## src/rtl/wb_pkg.sv

```systemverilog
// Shared types and helpers for the Wishbone classic master bridge.
// Op encodings follow the core's funct3 load/store field.
package wb_pkg;

    typedef enum logic [2:0] {
        OP_B  = 3'b000,
        OP_H  = 3'b001,
        OP_W  = 3'b010,
        OP_D  = 3'b011,
        OP_BU = 3'b100,
        OP_HU = 3'b101,
        OP_WU = 3'b110
    } mem_op_t;

    typedef enum logic [1:0] {
        IDLE,
        BUS,
        DONE
    } wb_state_t;

    // Byte-enable pattern for an access of size op at byte offset lo (8-lane view).
    function automatic logic [7:0] lane_sel(input mem_op_t op, input logic [2:0] lo);
        logic [7:0] base;
        case (op)
            OP_B, OP_BU: base = 8'h01;
            OP_H, OP_HU: base = 8'h03;
            OP_W, OP_WU: base = 8'h0F;
            OP_D:        base = 8'hFF;
            default:     base = 8'h00;
        endcase
        return base << lo;
    endfunction

    function automatic logic misaligned(input mem_op_t op, input logic [2:0] lo);
        case (op)
            OP_H, OP_HU: return lo[0];
            OP_W, OP_WU: return |lo[1:0];
            OP_D:        return |lo;
            default:     return 1'b0;
        endcase
    endfunction

    function automatic logic op_legal(input mem_op_t op, input int unsigned data_w);
        case (op)
            OP_B, OP_H, OP_W, OP_BU, OP_HU: return 1'b1;
            OP_D, OP_WU:                    return data_w == 64;
            default:                        return 1'b0;
        endcase
    endfunction

endpackage

```

## src/rtl/wb_lane_aligner.sv

```systemverilog
// Combinational byte-lane aligner: LOAD=0 shifts store data into its lanes,
// LOAD=1 extracts the addressed lane and sign/zero-extends it.
module wb_lane_aligner
    import wb_pkg::*;
#(
    parameter int unsigned DATA_W = 32,
    parameter bit          LOAD   = 1'b0,
    localparam int unsigned LO_W  = $clog2(DATA_W / 8)
) (
    input  mem_op_t             op,
    input  logic [LO_W-1:0]     lo,
    input  logic [DATA_W-1:0]   data_in,
    output logic [DATA_W-1:0]   data_out
);

    logic [LO_W+2:0] shamt;
    assign shamt = {lo, 3'b000};

    if (LOAD) begin : g_load
        logic [DATA_W-1:0] lane;
        assign lane = data_in >> shamt;

        always_comb begin
            data_out = '0;
            case (op)
                OP_B:    data_out = DATA_W'($signed(lane[7:0]));
                OP_BU:   data_out = DATA_W'(lane[7:0]);
                OP_H:    data_out = DATA_W'($signed(lane[15:0]));
                OP_HU:   data_out = DATA_W'(lane[15:0]);
                OP_W:    data_out = DATA_W'($signed(lane[31:0]));
                OP_WU:   data_out = DATA_W'(lane[31:0]);
                OP_D:    data_out = lane;
                default: data_out = '0;
            endcase
        end
    end else begin : g_store
        logic [DATA_W-1:0] mask;

        always_comb begin
            mask = '0;
            case (op)
                OP_B, OP_BU: mask = DATA_W'(8'hFF);
                OP_H, OP_HU: mask = DATA_W'(16'hFFFF);
                OP_W, OP_WU: mask = DATA_W'(32'hFFFF_FFFF);
                OP_D:        mask = '1;
                default:     mask = '0;
            endcase
        end

        assign data_out = (data_in & mask) << shamt;
    end

endmodule

```

## src/rtl/wb_master_bridge.sv

```systemverilog
// Stalling Wishbone classic master for the memory stage; one access per bus cycle.
// Define WB_TIMEOUT_EN to abort a bus cycle after TIMEOUT_CYC cycles without ACK.
module wb_master_bridge
    import wb_pkg::*;
#(
    parameter int unsigned DATA_W      = 32,
    parameter int unsigned ADDR_W      = 32,
    parameter int unsigned TIMEOUT_CYC = 255,
    localparam int unsigned SEL_W      = DATA_W / 8
) (
    input  logic              clk,
    input  logic              reset_n,
    input  logic [ADDR_W-1:0] proc_addr,
    input  logic [DATA_W-1:0] proc_wdata,
    input  logic              proc_write,
    input  logic              proc_read,
    input  logic [2:0]        proc_op,
    output logic [DATA_W-1:0] proc_rdata,
    output logic              proc_stall,
    output logic              proc_err,
    output logic [ADDR_W-1:0] wb_adr_o,
    output logic [DATA_W-1:0] wb_dat_o,
    output logic [SEL_W-1:0]  wb_sel_o,
    output logic              wb_we_o,
    output logic              wb_cyc_o,
    output logic              wb_stb_o,
    input  logic [DATA_W-1:0] wb_dat_i,
    input  logic              wb_ack_i
);

    localparam int unsigned LO_W = $clog2(SEL_W);

    if (!(DATA_W == 32 || DATA_W == 64)) begin : g_bad_width
        $error("wb_master_bridge: DATA_W must be 32 or 64");
    end
    if (TIMEOUT_CYC == 0) begin : g_bad_timeout
        $error("wb_master_bridge: TIMEOUT_CYC must be non-zero");
    end

    wb_state_t         state, state_next;
    mem_op_t           req_op, lat_op;
    logic [LO_W-1:0]   lat_lo;
    logic [2:0]        req_lo3;
    logic              req, req_bad, accept, reject, bus_ack, tmo_hit;
    logic [SEL_W-1:0]  req_sel;
    logic [DATA_W-1:0] st_data, ld_data;

    assign req_op  = mem_op_t'(proc_op);
    assign req     = proc_read | proc_write;
    assign req_lo3 = 3'(proc_addr[LO_W-1:0]);
    assign req_bad = misaligned(req_op, req_lo3) | ~op_legal(req_op, DATA_W);
    assign req_sel = SEL_W'(lane_sel(req_op, req_lo3));
    assign accept  = (state == IDLE) & req & ~req_bad;
    assign reject  = (state == IDLE) & req & req_bad;
    assign bus_ack = (state == BUS) & wb_ack_i;

    // Gated by reset_n so the pipeline is released as soon as reset asserts.
    assign proc_stall = reset_n & (((state == IDLE) & req) | (state == BUS));

    wb_lane_aligner #(.DATA_W(DATA_W), .LOAD(1'b0)) u_store (
        .op       (req_op),
        .lo       (proc_addr[LO_W-1:0]),
        .data_in  (proc_wdata),
        .data_out (st_data)
    );

    wb_lane_aligner #(.DATA_W(DATA_W), .LOAD(1'b1)) u_load (
        .op       (lat_op),
        .lo       (lat_lo),
        .data_in  (wb_dat_i),
        .data_out (ld_data)
    );

`ifdef WB_TIMEOUT_EN
    localparam int unsigned TMO_W =
        ($clog2(TIMEOUT_CYC + 1) > 8) ? $clog2(TIMEOUT_CYC + 1) : 8;

    logic [TMO_W-1:0] tmo_cnt;

    always_ff @(posedge clk or negedge reset_n) begin
        if (!reset_n) begin
            tmo_cnt <= '0;
        end else if (accept) begin
            tmo_cnt <= '0;
        end else if (state == BUS) begin
            tmo_cnt <= tmo_cnt + TMO_W'(1);
        end
    end

    assign tmo_hit = (state == BUS) & ~wb_ack_i & (tmo_cnt == TMO_W'(TIMEOUT_CYC - 1));
`else
    assign tmo_hit = 1'b0;
`endif

    always_ff @(posedge clk or negedge reset_n) begin
        if (!reset_n) begin
            state <= IDLE;
        end else begin
            state <= state_next;
        end
    end

    always_comb begin
        state_next = state;
        case (state)
            IDLE: begin
                if (reject) begin
                    state_next = DONE;
                end else if (accept) begin
                    state_next = BUS;
                end
            end
            BUS: begin
                if (bus_ack || tmo_hit) begin
                    state_next = DONE;
                end
            end
            DONE:    state_next = IDLE;
            default: state_next = IDLE;
        endcase
    end

    always_ff @(posedge clk or negedge reset_n) begin
        if (!reset_n) begin
            wb_adr_o   <= '0;
            wb_dat_o   <= '0;
            wb_sel_o   <= '0;
            wb_we_o    <= 1'b0;
            wb_cyc_o   <= 1'b0;
            wb_stb_o   <= 1'b0;
            proc_rdata <= '0;
            proc_err   <= 1'b0;
            lat_op     <= OP_B;
            lat_lo     <= '0;
        end else begin
            proc_err <= reject;
            if (accept) begin
                wb_adr_o <= {proc_addr[ADDR_W-1:LO_W], {LO_W{1'b0}}};
                wb_dat_o <= proc_write ? st_data : '0;
                wb_sel_o <= req_sel;
                wb_we_o  <= proc_write;
                wb_cyc_o <= 1'b1;
                wb_stb_o <= 1'b1;
                lat_op   <= req_op;
                lat_lo   <= proc_addr[LO_W-1:0];
            end
            if (bus_ack) begin
                wb_cyc_o <= 1'b0;
                wb_stb_o <= 1'b0;
                if (!wb_we_o) begin
                    proc_rdata <= ld_data;
                end
            end else if (tmo_hit) begin
                wb_cyc_o <= 1'b0;
                wb_stb_o <= 1'b0;
                proc_err <= 1'b1;
                if (!wb_we_o) begin
                    proc_rdata <= '1;
                end
            end
        end
    end

endmodule

```

## config.mk

```make
export PLATFORM = sky130hd
export DESIGN_NAME = wb_master_bridge
export DESIGN_NICKNAME = d
export VERILOG_FILES = /design/src/rtl/wb_pkg.sv /design/src/rtl/wb_lane_aligner.sv /design/src/rtl/wb_master_bridge.sv
export SDC_FILE = /design/constraint.sdc
export NUM_CORES = 1
export LEC_CHECK = 0
export BUFFER_PORTS_ARGS = -buffer_cell sky130_fd_sc_hd__buf_2
export CORE_MARGIN = 4
export CORE_UTILIZATION = 40
export DETAILED_ROUTE_END_ITERATION = 10
export GPL_TIMING_DRIVEN = 0
export HOLD_SLACK_MARGIN = 0.02
export PLACE_DENSITY_LB_ADDON = 0.08
export SLEW_MARGIN = 25
export SYNTH_ARGS = -nofsm -noshare
export SYNTH_HDL_FRONTEND = slang
export SYNTH_HIERARCHICAL = 1
export SYNTH_SLANG_ARGS = --single-unit
export TNS_END_PERCENT = 50
```

## constraint.sdc

```tcl
create_clock -name clk -period 2 [get_ports clk]
set_input_delay 0.5 -clock clk [delete_from_list [all_inputs] [get_ports clk]]
set_output_delay 0.5 -clock clk [all_outputs]
set_load 0.02 [all_outputs]
```

==> flow_summary.toml <==
[route]
drc_errors = 0
totalWireLength_mm = 16.7
antenna_left = 0
drt_iter0_drc = 266
drtPass1Iterations = 5
num_vias = 4791
post_drt_wl_per_cell_um = 18.2
via_per_inst = 5.22

[die]
rows = 43
io_pins = 209
dieArea_um2 = 16400
fp.dieW_um = 128
coreArea_um2 = 14000
die_h_um = 128
start_util_pct = 41.3

[layout]
fill_cells = 1295
fin_nets = 836
final_cell_mix = "buf_2, dfrtp_1, mux2i_1"
synthToLayoutAreaGrowth_pct = 29.4
drive_gt1_share_pct = 45.3
num_antenna_cells = 0
final_common_cell = "buf_2"

[outcome]
outcome = "completed"

[logic_synthesis]
synthFlopType = "dfrtp_1"
syn_inst = 510
ys_seq_area_share_pct = 46.8
yosysUniqueCellTypes = 49
ys_async_sr_fraction_pct = 100
synthSimpleGateAreaFrac_pct = 10.8
synth_xor_area_share_pct = 0.303
synth_top_family_by_area = "multiplexers"
synthAdderAreaFrac_pct = 0
ys_warn_count = 6
ys_ff_latch = 108
synth_area_per_cell_um2 = 11.3
synth_edf_count = 0
syn_area_um2 = 5770
synth.area.mux_share_pct = 25.8
synth_compound_area_share_pct = 10.1

[setup_path]
cp_max_fo = 10
r2r-start = "lat_lo[0]"
cpPeakStageDelay_ns = 0.41
worstPathRequired_ns = 2.29
path_buf_inv = 2
endpoint_kind = "flop"
reg2reg_depth = 6
cp.arrival_ns = 2.21
r2r_slack_ns = 0.08
crit_family = "buffers and inverters"
slowest_stage = "dfrtp_1"
crit_path_start = "lat_lo[0]"
path_class = "reg2reg"
start_kind = "flop"
reg2reg_to = "proc_rdata[11]"
critical_path.cell_chain = "buf_2, clkbuf_4, nor4b_1, o21bai_2, nand2_1, mux2_2"

[sta]
period_minus_slack_ns = 1.92
worstMarginPinSlew_ns = 0.569
slew_violations = 0
rsz0062_at_grt = "true"
maxClockFrequency_ghz = 0.521
finalClockSkew_ns = 0.00723
timing.slew.headroom_pct = 61.8
setup_viol_count_final = 0
hold_viol = 0
fin_crit_sh_pct = 95.9
layout_setup_ws_ns = 0.0824
fin_setup_tns_ns = 0

[run]
maxCapViolations = 0

[global_routing]
grt_overflow = 0
antenna_found_initial = 0
grt_max_degree = 36
grt_pass1_wl_mm = 26.2
grt_usage_pct = 20.2
grt_pass1_vias = 4992

[placed_design]
port_buffers = 205
dp_slack_ns = -0.209
dp_hpwl_mm = 12.5
gp_congestion = 0.989

[clock_tree]
insertion_delay_ns = 0.35
tritoncts = "built"
numCtsBuffers = 9
clk_pin_slew_ns = 0.07
clock_tree.root_cell = "clkbuf_16"
cts_num_sinks = 108
htreeDepth = 3
clockBufferDepth = 2

[power]
finalPower_mw = 10.6
ir_drop_v = 0.000718
p_per_area_nw_per_um2 = 1420
p_leak_nw = 4.02

[min_path]
hold_path_class = "in2async"
flip-flops by register name (all words and copies together) (netlist names):
signal,cells
wb_sel_o,4
wb_dat_o,32
proc_err,1
lat_op,3
lat_lo,2
wb_we_o,1
state,2
wb_stb_o,1
proc_rdata,32
wb_adr_o,30
metrics by stage:
step	hold slack, ns	util (%)	cell area [µm²]	std cells
CTS	0.0949	53.3	7450	917
global placement	0.485	50.2	7030	896
global route	0.104	53.4	7470	917
finish	0.0899	53.4	7470	917
floorplan	0.204	-	5780	511
detailed placement	0.470	50.5	7060	897
layout make-up:
type / instances / area, µm² / share of cell area (%)
inverter: 34 / 128 / 1.71
clock buffer: 11 / 253 / 3.38
sequential: 108 / 2700 / 36.2
multi-input combinational: 333 / 2730 / 36.6
timing repair buffer: 210 / 1140 / 15.3
tap: 180 / 225 / 3.02
buffer: 36 / 228 / 3.05
clock inverter: 5 / 58.8 / 0.787
layer usage:
layer	global-route usage [%]	wire (µm)	vias up
met5	0	0	-
met4	6.93	295	0
met1	27.6	7370	2353
met3	5.00	1340	23
met2	31.5	7720	175
li1	-	-	2240
how the worst max path moves through the flow:
stage	endpoint	slack, ns	depth (start not counted)
6_report	proc_rdata[11]	0.08	6
5_1_grt	proc_rdata[26]	-0.02	6
4_1_cts	proc_rdata[20]	0.05	7
3_5_place_dp	proc_stall	-0.21	4
3_3_place_gp	proc_stall	-1.39	3
2_1_floorplan	proc_stall	0.17	3
where the power goes:
part           leakage (nW)  total [mW]  internal [mW]  switching (mW)
Sequential             1.36        3.60           3.07           0.530
Clock                 0.148        1.87           1.04           0.824
Combinational          2.51        5.17           2.23            2.94
worst register-to-register path, cell delays in order, from the launching register on:
cell and delay, ns:
dfrtp_1 0.41, buf_2 0.26, clkbuf_4 0.29, nor4b_1 0.41, o21bai_2 0.22, nand2_1 0.12, mux2_2 0.14
cells in the mapped netlist (all sizes together), types with 2 or more instances:
cell	n	share of area, %
xor2	2	0.30
inv	34	2.2
mux2i	57	9.9
o22ai	8	0.87
nand2b	2	0.35
a22oi	9	1.2
a21boi	2	0.33
nor2b	17	1.8
nand2	45	2.9
nand3b	2	0.26
o2bb2ai	7	1.1
buf	27	3.3
nor4b	2	0.30
nor3b	2	0.35
clkbuf	9	0.59
or2	2	0.22
and3	17	1.8
a221o	7	1.2
mux2	73	16
nor4	2	0.33
nor3	7	0.69
a21o	8	1.0
a211oi	15	2.0
nor2	15	0.98
o21ai	17	1.5
dfrtp	108	47
nand3	2	0.17
logic make-up (layout without fill, tap and decap cells):
group,Yosys count,count (layout)
XOR/XNOR,2,2
buffers and inverters,70,296
AO/OA/AOI/OAI,80,80
flip-flops,108,108
AND/OR/NAND/NOR,119,119
multiplexers,130,130
other,1,2
timing repair:
item                                    4_1_cts  5_1_grt
pin swaps                                     0        0
endpoints found under the setup margin        1       20
gates resized for setup                       2        4
cloned                                        1        0
endpoints found under the hold margin         7        0
buffers inserted                              0        0
hold buffers                                  3        0
Note: power is estimated with default switching activity, not from simulation.
